## src/rtl/load_store_unit_pkg.sv

```systemverilog
// rtl/load_store_unit_pkg.sv - shared widths, funct3 codes, LSU state type and access helpers
package load_store_unit_pkg;

  localparam int XLEN = 32;
  localparam int ALEN = 32;

  localparam logic [2:0] F3_BYTE = 3'b000;
  localparam logic [2:0] F3_HALF = 3'b001;
  localparam logic [2:0] F3_WORD = 3'b010;
  localparam logic [2:0] F3_LBU  = 3'b100;
  localparam logic [2:0] F3_LHU  = 3'b101;

  typedef enum logic [2:0] {IDLE, LD_WAIT, LD_LO, LD_HI, ST_HI, DONE} lsu_state_e;

  function automatic logic [3:0] size_mask(input logic [2:0] funct3);
    case (funct3)
      F3_HALF, F3_LHU: return 4'b0011;
      F3_WORD:         return 4'b1111;
      default:         return 4'b0001;
    endcase
  endfunction

  function automatic logic is_misaligned(input logic [2:0] funct3, input logic [1:0] off);
    case (funct3)
      F3_HALF, F3_LHU: return off[0];
      F3_WORD:         return off != 2'b00;
      default:         return 1'b0;
    endcase
  endfunction

  function automatic logic [7:0] get_byte(input logic [XLEN-1:0] w, input logic [1:0] idx);
    return w[{idx, 3'b000} +: 8];
  endfunction

  function automatic logic [15:0] get_halfword(input logic [XLEN-1:0] w, input logic idx);
    return w[{idx, 4'b0000} +: 16];
  endfunction

  function automatic logic [XLEN-1:0] sext8(input logic [7:0] b);
    return {{(XLEN-8){b[7]}}, b};
  endfunction

  function automatic logic [XLEN-1:0] zext8(input logic [7:0] b);
    return {{(XLEN-8){1'b0}}, b};
  endfunction

  function automatic logic [XLEN-1:0] sext16(input logic [15:0] h);
    return {{(XLEN-16){h[15]}}, h};
  endfunction

  function automatic logic [XLEN-1:0] zext16(input logic [15:0] h);
    return {{(XLEN-16){1'b0}}, h};
  endfunction

endpackage

```

## src/rtl/load_store_unit_if.sv

```systemverilog
// rtl/load_store_unit_if.sv - pipeline request/response and data-memory port interfaces
interface lsu_req_if;
  import load_store_unit_pkg::*;
  logic            req_valid;
  logic            req_ready;
  logic            req_we;
  logic [2:0]      req_funct3;
  logic [ALEN-1:0] req_addr;
  logic [XLEN-1:0] req_wdata;
  logic            rsp_valid;
  logic [XLEN-1:0] rsp_rdata;
  logic            rsp_err;

  modport master (output req_valid, req_we, req_funct3, req_addr, req_wdata,
                  input  req_ready, rsp_valid, rsp_rdata, rsp_err);
  modport slave  (input  req_valid, req_we, req_funct3, req_addr, req_wdata,
                  output req_ready, rsp_valid, rsp_rdata, rsp_err);
endinterface

interface lsu_mem_if;
  import load_store_unit_pkg::*;
  logic            mem_we;
  logic [3:0]      mem_be;
  logic [2:0]      mem_funct3;
  logic [ALEN-1:0] mem_addr;
  logic [XLEN-1:0] mem_wdata;
  logic [XLEN-1:0] mem_rdata;

  modport master (output mem_we, mem_be, mem_funct3, mem_addr, mem_wdata, input mem_rdata);
  modport slave  (input mem_we, mem_be, mem_funct3, mem_addr, mem_wdata, output mem_rdata);
endinterface

```

## src/rtl/load_store_unit_load_merge.sv

```systemverilog
// rtl/load_store_unit_load_merge.sv - lsu_load_merge: joins two word reads into one extended load
// result; used only when LSU_MISALIGNED_SPLIT_EN is defined.
module lsu_load_merge
  import load_store_unit_pkg::*;
(
  input  logic [2*XLEN-1:0] data,
  input  logic [1:0]        off,
  input  logic [2:0]        funct3,
  output logic [XLEN-1:0]   result
);
  logic [XLEN-1:0] win;

  assign win = data[{off, 3'b000} +: XLEN];

  always_comb begin
    result = win;
    case (funct3)
      F3_BYTE: result = sext8(get_byte(win, 2'd0));
      F3_LBU:  result = zext8(get_byte(win, 2'd0));
      F3_HALF: result = sext16(get_halfword(win, 1'b0));
      F3_LHU:  result = zext16(get_halfword(win, 1'b0));
      default: result = win;
    endcase
  end
endmodule

```

## src/rtl/load_store_unit.sv

```systemverilog
// rtl/load_store_unit.sv - MEM-stage load/store initiator; LSU_MISALIGNED_SPLIT_EN enables
// splitting misaligned accesses into two word beats instead of reporting an error.
module load_store_unit
  import load_store_unit_pkg::*;
(
  input  logic      clk,
  input  logic      rst,
  lsu_req_if.slave  req,
  lsu_mem_if.master mem
);
  lsu_state_e state_q, state_d;
  logic       err_q, err_d;
  logic [1:0] off;
  logic       misaligned, accept;

  assign off           = req.req_addr[1:0];
  assign misaligned    = is_misaligned(req.req_funct3, off);
  assign req.req_ready = (state_q == IDLE) && !rst;
  assign accept        = req.req_valid && req.req_ready;

`ifdef LSU_MISALIGNED_SPLIT_EN
  logic [2:0]      funct3_q;
  logic [ALEN-1:0] addr_q, hi_addr;
  logic [XLEN-1:0] wdata_q, lo_q, merged;
  logic [7:0]      mask_acc, mask_q;

  assign mask_acc = {4'b0000, size_mask(req.req_funct3)} << off;
  assign mask_q   = {4'b0000, size_mask(funct3_q)} << addr_q[1:0];
  // Wraps modulo 2^ALEN on purpose: a split at the top of memory continues at address 0.
  assign hi_addr  = {addr_q[ALEN-1:2], 2'b00} + ALEN'(4);

  always_ff @(posedge clk) begin
    if (accept) begin
      funct3_q <= req.req_funct3;
      addr_q   <= req.req_addr;
      wdata_q  <= req.req_wdata;
    end
    if (state_q == LD_LO) lo_q <= mem.mem_rdata;
  end

  lsu_load_merge u_merge (
    .data   ({mem.mem_rdata, lo_q}),
    .off    (addr_q[1:0]),
    .funct3 (funct3_q),
    .result (merged)
  );
`endif

  always_ff @(posedge clk) begin
    if (rst) begin
      state_q <= IDLE;
      err_q   <= 1'b0;
    end else begin
      state_q <= state_d;
      err_q   <= err_d;
    end
  end

  always_comb begin
    state_d        = state_q;
    err_d          = err_q;
    mem.mem_we     = 1'b0;
    mem.mem_be     = 4'b0000;
    mem.mem_funct3 = req.req_funct3;
    mem.mem_addr   = req.req_addr;
    mem.mem_wdata  = req.req_wdata;
    req.rsp_valid  = 1'b0;
    req.rsp_rdata  = '0;
    req.rsp_err    = 1'b0;
    case (state_q)
      IDLE: begin
        if (accept) begin
          err_d = 1'b0;
          if (!misaligned) begin
            mem.mem_we = req.req_we;
            mem.mem_be = size_mask(req.req_funct3) << off;
            state_d    = req.req_we ? DONE : LD_WAIT;
          end else begin
`ifdef LSU_MISALIGNED_SPLIT_EN
            mem.mem_funct3 = F3_WORD;
            if (req.req_we) begin
              mem.mem_we = 1'b1;
              mem.mem_be = mask_acc[3:0];
              state_d    = ST_HI;
            end else begin
              mem.mem_addr = {req.req_addr[ALEN-1:2], 2'b00};
              mem.mem_be   = 4'b1111;
              state_d      = LD_LO;
            end
`else
            err_d   = 1'b1;
            state_d = DONE;
`endif
          end
        end
      end
      LD_WAIT: begin
        req.rsp_valid = 1'b1;
        req.rsp_rdata = mem.mem_rdata;
        state_d       = IDLE;
      end
      DONE: begin
        req.rsp_valid = 1'b1;
        req.rsp_err   = err_q;
        state_d       = IDLE;
      end
`ifdef LSU_MISALIGNED_SPLIT_EN
      ST_HI: begin
        // The hi beat is issued even when its byte mask is empty.
        mem.mem_we     = 1'b1;
        mem.mem_funct3 = F3_WORD;
        mem.mem_addr   = hi_addr;
        mem.mem_be     = mask_q[7:4];
        mem.mem_wdata  = wdata_q >> {3'd4 - {1'b0, addr_q[1:0]}, 3'b000};
        state_d        = DONE;
      end
      LD_LO: begin
        mem.mem_funct3 = F3_WORD;
        mem.mem_addr   = hi_addr;
        mem.mem_be     = 4'b1111;
        state_d        = LD_HI;
      end
      LD_HI: begin
        req.rsp_valid = 1'b1;
        req.rsp_rdata = merged;
        state_d       = IDLE;
      end
`endif
      default: state_d = IDLE;
    endcase
    if (rst) begin
      mem.mem_we    = 1'b0;
      mem.mem_be    = 4'b0000;
      req.rsp_valid = 1'b0;
      req.rsp_rdata = '0;
      req.rsp_err   = 1'b0;
    end
  end
endmodule
```

## src/flat_wrapper.sv

```systemverilog
// flat-port wrapper written by rule: the top's interface ports become plain ports
module load_store_unit_flat import load_store_unit_pkg::*;
  (clk, rst, req_req_valid, req_req_we, req_req_funct3, req_req_addr, req_req_wdata, req_req_ready, req_rsp_valid, req_rsp_rdata, req_rsp_err, mem_mem_we, mem_mem_be, mem_mem_funct3, mem_mem_addr, mem_mem_wdata, mem_mem_rdata);
  lsu_req_if req_i ();
  lsu_mem_if mem_i ();
  input  logic clk;
  input  logic rst;
  input wire logic [$bits(req_i.req_valid)-1:0] req_req_valid;
  input wire logic [$bits(req_i.req_we)-1:0] req_req_we;
  input wire logic [$bits(req_i.req_funct3)-1:0] req_req_funct3;
  input wire logic [$bits(req_i.req_addr)-1:0] req_req_addr;
  input wire logic [$bits(req_i.req_wdata)-1:0] req_req_wdata;
  output wire logic [$bits(req_i.req_ready)-1:0] req_req_ready;
  output wire logic [$bits(req_i.rsp_valid)-1:0] req_rsp_valid;
  output wire logic [$bits(req_i.rsp_rdata)-1:0] req_rsp_rdata;
  output wire logic [$bits(req_i.rsp_err)-1:0] req_rsp_err;
  output wire logic [$bits(mem_i.mem_we)-1:0] mem_mem_we;
  output wire logic [$bits(mem_i.mem_be)-1:0] mem_mem_be;
  output wire logic [$bits(mem_i.mem_funct3)-1:0] mem_mem_funct3;
  output wire logic [$bits(mem_i.mem_addr)-1:0] mem_mem_addr;
  output wire logic [$bits(mem_i.mem_wdata)-1:0] mem_mem_wdata;
  input wire logic [$bits(mem_i.mem_rdata)-1:0] mem_mem_rdata;
  assign req_i.req_valid = req_req_valid;
  assign req_i.req_we = req_req_we;
  assign req_i.req_funct3 = req_req_funct3;
  assign req_i.req_addr = req_req_addr;
  assign req_i.req_wdata = req_req_wdata;
  assign req_req_ready = req_i.req_ready;
  assign req_rsp_valid = req_i.rsp_valid;
  assign req_rsp_rdata = req_i.rsp_rdata;
  assign req_rsp_err = req_i.rsp_err;
  assign mem_mem_we = mem_i.mem_we;
  assign mem_mem_be = mem_i.mem_be;
  assign mem_mem_funct3 = mem_i.mem_funct3;
  assign mem_mem_addr = mem_i.mem_addr;
  assign mem_mem_wdata = mem_i.mem_wdata;
  assign mem_i.mem_rdata = mem_mem_rdata;
  load_store_unit u_core (.clk(clk), .rst(rst), .req(req_i), .mem(mem_i));
endmodule
```

## config.mk

```make
export PLATFORM = sky130hd
export DESIGN_NAME = load_store_unit_flat
export DESIGN_NICKNAME = d
export VERILOG_FILES = /design/src/rtl/load_store_unit_pkg.sv /design/src/rtl/load_store_unit_if.sv /design/src/rtl/load_store_unit_load_merge.sv /design/src/rtl/load_store_unit.sv /design/src/flat_wrapper.sv
export SDC_FILE = /design/constraint.sdc
export NUM_CORES = 1
export LEC_CHECK = 0
export CORE_AREA = 2 2 82 84
export DETAILED_ROUTE_END_ITERATION = 6
export DIE_AREA = 0 0 84 86
export PLACE_DENSITY = 0.75
export SLEW_MARGIN = 20
export SYNTH_ARGS = -nofsm -noshare
export SYNTH_HDL_FRONTEND = slang
export SYNTH_SLANG_ARGS = --single-unit
```

## constraint.sdc

```tcl
create_clock -name clk -period 1.54 [get_ports clk]
set_input_delay 0.231 -clock clk [delete_from_list [all_inputs] [get_ports clk]]
set_output_delay 0.231 -clock clk [all_outputs]
set_load 0.01 [all_outputs]
```

==> results of run 1 <==
## cells by family (layout without fill, tap and decap cells)
| family | after synthesis | in the layout | synth area share (%) |
|---|---|---|---|
| and+or+nand+nor | 51 | 51 | 33.6 |
| xor gates and xnor gates | 2 | 2 | 1.77 |
| buffers and inverters | 72 | 111 | 53.5 |
| AOI/OAI and AO/OA | 7 | 7 | 5.07 |
| DFF | 3 | 3 | 6.08 |
## critical path, cell delays in order, from the launching register on
cell	delay, ns
dfxtp_2	0.35
nor2b_4	0.15
and2b_4	0.25
buf_16	0.14
buf_12	0.09
and2_4	0.12
buf_6	0.09
## worst max-delay path by stage
stage                            from                 to  slack [ns]  cells past startpoint
floorplan           u_core.state_q[2]      mem_mem_be[1]        0.09                      3
global placement    req_req_funct3[0]      mem_mem_be[1]       -0.65                      5
detailed placement  req_req_funct3[0]      mem_mem_be[1]       -0.73                      5
CTS                 u_core.state_q[0]  req_rsp_rdata[17]       -0.14                      5
global route        u_core.state_q[0]  req_rsp_rdata[18]       -0.18                      6
finish              u_core.state_q[0]  req_rsp_rdata[15]       -0.10                      6
## per-layer routing
layer / share of wire (%) / up-vias / track usage (%)
met1: 33 / 422 / 7.50
met2: 49 / 96 / 13.5
met3: 16 / 12 / 5.77
li1: - / 432 / -
met4: 1.5 / 0 / 3.23
met5: 0 / - / 0
## sequential cells by signal, indices dropped and copies added, names as in the netlist
signal	cells
u_core.state_q	2
u_core.err_q	1
## area by class of cell
type	instances	share of cell area, %
multi-input combinational	60	29.3
timing repair buffer	106	58.9
inverter	1	0.347
clock buffer	4	2.50
tap	77	5.35
sequential	3	3.61
## where the power goes
| group | internal, uW | switching, uW | total, uW | leakage (uW) |
|---|---|---|---|---|
| sequential | 82.9 | 4.79 | 87.7 | 0.0000257 |
| clock | 177 | 53.6 | 230 | 0.0000228 |
| combinational | 235 | 120 | 355 | 0.000782 |
| total | 494 | 179 | 673 | 0.000831 |
## cell usage after synthesis
| master | number |
|---|---|
| a22oi_1 | 1 |
| and2_1 | 32 |
| and2b_1 | 1 |
| and2b_2 | 1 |
| and3_2 | 1 |
| buf_2 | 1 |
| buf_4 | 67 |
| clkbuf_2 | 3 |
| clkinv_2 | 1 |
| dfxtp_1 | 3 |
| nand2_1 | 2 |
| nand2_2 | 1 |
| nand2b_1 | 1 |
| nand3_1 | 1 |
| nand3b_1 | 1 |
| nor2_1 | 2 |
| nor2b_1 | 1 |
| nor2b_2 | 1 |
| nor3_1 | 3 |
| nor3_2 | 1 |
| nor3b_4 | 1 |
| nor4b_1 | 1 |
| o21a_1 | 1 |
| o21ai_0 | 1 |
| o21ai_1 | 1 |
| o21ba_1 | 1 |
| o21bai_1 | 1 |
| o31ai_1 | 1 |
| xnor2_1 | 2 |
## repair_timing
item	in CTS	in global routing
resized for setup	177	62
gates cloned	2	1
endpoints found under the hold margin	0	0
buffers inserted	7	1
pin swaps	11	24
setup endpoints to repair	45	40
## stage by stage
stage / total power [uW] / instance area, um^2 / hold WS, ns / setup WS, ns / util (%)
floorplan: 341 / 987 / 0.355 / 0.0929 / -
global placement: 371 / 1510 / 0.462 / -0.651 / 24.0
detailed placement: 372 / 1510 / 0.462 / -0.728 / 24.0
CTS: 639 / 1590 / 0.462 / -0.142 / 25.4
global route: 706 / 1800 / 0.462 / -0.182 / 28.7
finish: 673 / 1800 / 0.462 / -0.104 / 28.7
==> qor.csv, run 1 <==
metric;value;unit
outcome;complete, but fails checks;
violated checks;negative setup slack;
clock root buffer master;clkbuf_8;
Synth top area share;51.0;%
core area;6280;um^2
Wirelength per Cell;12.8;um
LEAKAGE;0.000831;uW
row count;29;
DP Cell Count;237;
Slew HR;76.1;%
DR pass1 iterations;2;
Yosys reg bits;3;
Worst VDD drop;0.335;mV
Seq/Total Area, Yosys;6.08;%
port buffer count;85;
Sequential Area;65.1;um^2
share of post-route cells with drive strength above 1;60.3;%
Final ANT Viol Nets;0;
commonest non-fill, non-tap cell in the layout;clkdlybuf4s50_1;
Hold Path Stages;0;
total congestion overflow;0;
Hold Path Origin;req_req_addr[14];
nets@finish;278;
worst skew pair latency;0.22;ns
final worst path period share;107;%
cells after synthesis;135;
syn avg cell area;7.31;um^2
DRT Wirelength;3220;um
Slew @ Worst Pin;0.356;ns
pwr dens;374;nW/um^2
hold crit path type;in -> out;
Peak Freq;608;MHz
CP Data Required Time;1.31;ns
DR iter-0 viols;7;
WS Path Type;reg -> out;
most frequent cells in the layout;clkdlybuf4s50_1 (39), buf_6 (30), and2_4 (26), buf_4 (12), buf_2 (11);
TritonCTS clock tree;yes;
Reg2Reg Capture Point;u_core.err_q;
post-detail-place hpwl;2170;um
Post-Layout Cell Count;251;
first-pass GRT wire length;4690;um
starting density of the core;15.7;%
WHS Endpoint;mem_mem_addr[14];
Clock Sinks;3;
leading area contributor after synthesis;buf_4;
Top Ports;210;
Final Slew Violations;0;
Clk pin slew, worst setup/hold paths;0.03;ns
antenna violations before repair;0;
Via density;3.83;
maximum number of pins on one net before global-route repair;17;
Critical Path Source Type;flip-flop;
Cell variety after synth;29;
RSZ-0062 raised after global routing;yes;
number of synthesis warnings;0;
Fill cells;670;
final setup TNS;-1.74;ns
GPL Wtd Cong;0.732;
CP max FO;6;
vias in the first global route;965;
Total Routing Usage GR;8.00;%
r2r startpoint;u_core.state_q[2];
CP arrival;1.41;ns
Syn Nets;238;
CTS Hold Bufs;0;
Die W;84;um
Setup Viol. Count Final;35;
Max Cap Viol;0;
Multi-input gate area;528;um^2
Max Buffers Root-to-Sink;2;
Worst setup EP type;output pin;
Max Clock Skew;0.000869;ns
Reg2Reg Depth;7;
min cycle time layout;1.64;ns
# diodes;0;
post-route worst setup slack;-0.104;ns
htree depth;1;
Final Hold Viols;0;
die height;86;um
main area contributors after synthesis;buf_4 (51%), and2_1 (20%), dfxtp_1 (6.1%);
CTS buffer count;3;
FF-to-FF setup slack;0.29;ns
Die ar.;7220;um^2
DRC viols;0;
via count;962;
Syn-to-layout area delta;82.4;%
Post-Syn Area;987;um^2
Note: power is estimated with default switching activity, not from simulation.
==> inputs of run 2 (changes only) <==
--- a/config.mk
+++ b/config.mk
@@ -5,6 +5,7 @@
 export SDC_FILE = /design/constraint.sdc
 export NUM_CORES = 1
 export LEC_CHECK = 0
+export CAP_MARGIN = 20
 export CORE_AREA = 2 2 82 84
 export DETAILED_ROUTE_END_ITERATION = 6
 export DIE_AREA = 0 0 84 86
==> results of run 2 <==
No change in the layout: final DEF, timing and power equal those of run 1.
==> inputs of run 3 (changes only) <==
==> constraint.sdc (replaced) <==
create_clock -name clk -period 1.54 [get_ports clk]
set_input_delay 0.231 -clock clk [delete_from_list [all_inputs] [get_ports clk]]
set_output_delay 0.231 -clock clk [all_outputs]
set_load 0.1 [all_outputs]
==> qor.csv, run 3 (synthesis results as in run 1) <==
metric;value;unit
outcome;complete, but fails checks;
violated checks;negative setup slack;
nets@finish;273;
Syn-to-layout area delta;121;%
Max Cap Viol;0;
CP dominant cell by count;buf_12;
Post-Layout Cell Count;246;
via count;905;
final worst path period share;108;%
row count;29;
Critical Path Source Type;flip-flop;
max reg flops;2;
Hold Path Origin;req_req_addr[12];
met2 WL post-DR;1530;um
DRC viols;0;
DRT Wirelength;3070;um
DR pass1 iterations;2;
Worst setup EP type;output pin;
total congestion overflow;0;
CTS Hold Bufs;0;
most frequent cells in the layout;buf_12 (47), clkdlybuf4s50_1 (34), and2_1 (16), and2_4 (16), buf_4 (14);
Clk pin slew, worst setup/hold paths;0.03;ns
GPL Wtd Cong;0.705;
r2r startpoint;u_core.state_q[0];
Reg2Reg Depth;6;
highest metal layer with signal wires;met4;
worst skew pair latency;0.22;ns
WS Path Type;reg -> out;
critical path's slowest cell;dfxtp_4;
starting density of the core;15.7;%
Clock Sinks;3;
pwr dens;457;nW/um^2
min cycle time layout;1.66;ns
Setup Viol. Count Final;37;
antenna violations before repair;0;
Final ANT Viol Nets;0;
htree depth;1;
clock root buffer master;clkbuf_8;
max incr delay on CP;0.35;ns
RSZ-0062 raised after global routing;yes;
Hold Path Stages;0;
TritonCTS clock tree;yes;
Total Routing Usage GR;8.15;%
Wirelength per Cell;12.5;um
hold crit path type;in -> out;
met1 WL;1010;um
CTS buffer count;3;
maximum number of pins on one net before global-route repair;33;
crit-path cells;nor2b_4, and2b_2, buf_12, and2_1, buf_12;
first-pass GRT wire length;4670;um
worst setup path startpoint;u_core.state_q[0];
CP Data Required Time;1.31;ns
Worst VDD drop;0.315;mV
vias in the first global route;925;
Peak Freq;601;MHz
CP max FO;32;
DP Cell Count;240;
share of post-route cells with drive strength above 1;58.0;%
CP arrival;1.43;ns
DR iter-0 viols;5;
Final Slew Violations;0;
LEAKAGE;0.000917;uW
post-route worst setup slack;-0.123;ns
die height;86;um
commonest non-fill, non-tap cell in the layout;buf_12;
Max Clock Skew;0.00191;ns
Slew HR;80.2;%
core area;6280;um^2
Top Ports;210;
# diodes;0;
Largest Register;u_core.state_q;
met3 routed WL;515;um
Slew @ Worst Pin;0.296;ns
Via density;3.68;
post-detail-place hpwl;2620;um
port buffer count;85;
Die ar.;7220;um^2
Final Hold Viols;0;
final setup TNS;-3.71;ns
Die W;84;um
biggest regs;u_core.state_q (2), u_core.err_q (1);
Max Buffers Root-to-Sink;2;
==> run 3: cell count changes in the layout (fill, tap and decap cells not counted), moves of 3 or more <==
cell             change
buf_12              +44
buf_6               -30
buf_2               -11
and2_1              +10
and2_4              -10
clkdlybuf4s50_1      -5
nand2_4              +3
==> run 3: worst max-delay path, delay by kind of cell (launching register included) <==
kind	cells	cell delay, ns
buffers and inverters	2	0.35
flip-flops	1	0.35
AND/OR/NAND/NOR	3	0.50
==> run 3: layout make-up <==
cell class / instances / area [um^2]
fill: 608 / 4090
inverter: 1 / 8.76
timing repair buffer: 101 / 1440
multi-input combinational: 60 / 537
tap: 77 / 96.3
sequential: 3 / 63.8
clock buffer: 4 / 45.0
==> run 3: worst paths after layout <==
path,endpoint,slack [ns]
worst max-delay path,req_rsp_rdata[8],-0.12
worst min-delay path,mem_mem_addr[12],0.46
worst max register to register,u_core.err_q,0.30
worst min register to register,u_core.err_q,0.62
==> run 3: report_power, final <==
part           internal (uW)  switching (uW)  total, uW  leakage [uW]
Sequential              82.7            4.39       87.1     0.0000253
Combinational            298             378        676      0.000869
Clock                    177            59.9        237     0.0000228
==> run 3: layer usage <==
metal / track usage, % / vias up
met1: 7.97 / 375
met4: 2.64 / 0
met3: 7.31 / 2
met2: 12.6 / 102
li1: - / 426
met5: 0 / -
==> run 3: stage by stage <==
step / utilization [%] / power [uW] / setup WS, ns / cell area [um^2] / hold slack [ns]
6_report: 34.8 / 1000 / -0.123 / 2190 / 0.462
5_1_grt: 34.8 / 1030 / -0.195 / 2190 / 0.462
4_1_cts: 34.0 / 995 / -0.156 / 2130 / 0.463
3_5_place_dp: 32.8 / 749 / -0.380 / 2060 / 0.463
3_3_place_gp: 32.8 / 742 / -0.319 / 2060 / 0.463
2_1_floorplan: - / 1200 / -1.19 / 1060 / 0.355
==> run 3: timing repair <==
action	4_1_cts	5_1_grt
pin swaps	6	5
resized for setup	15	19
setup buffers	1	1
setup endpoints to repair	39	37
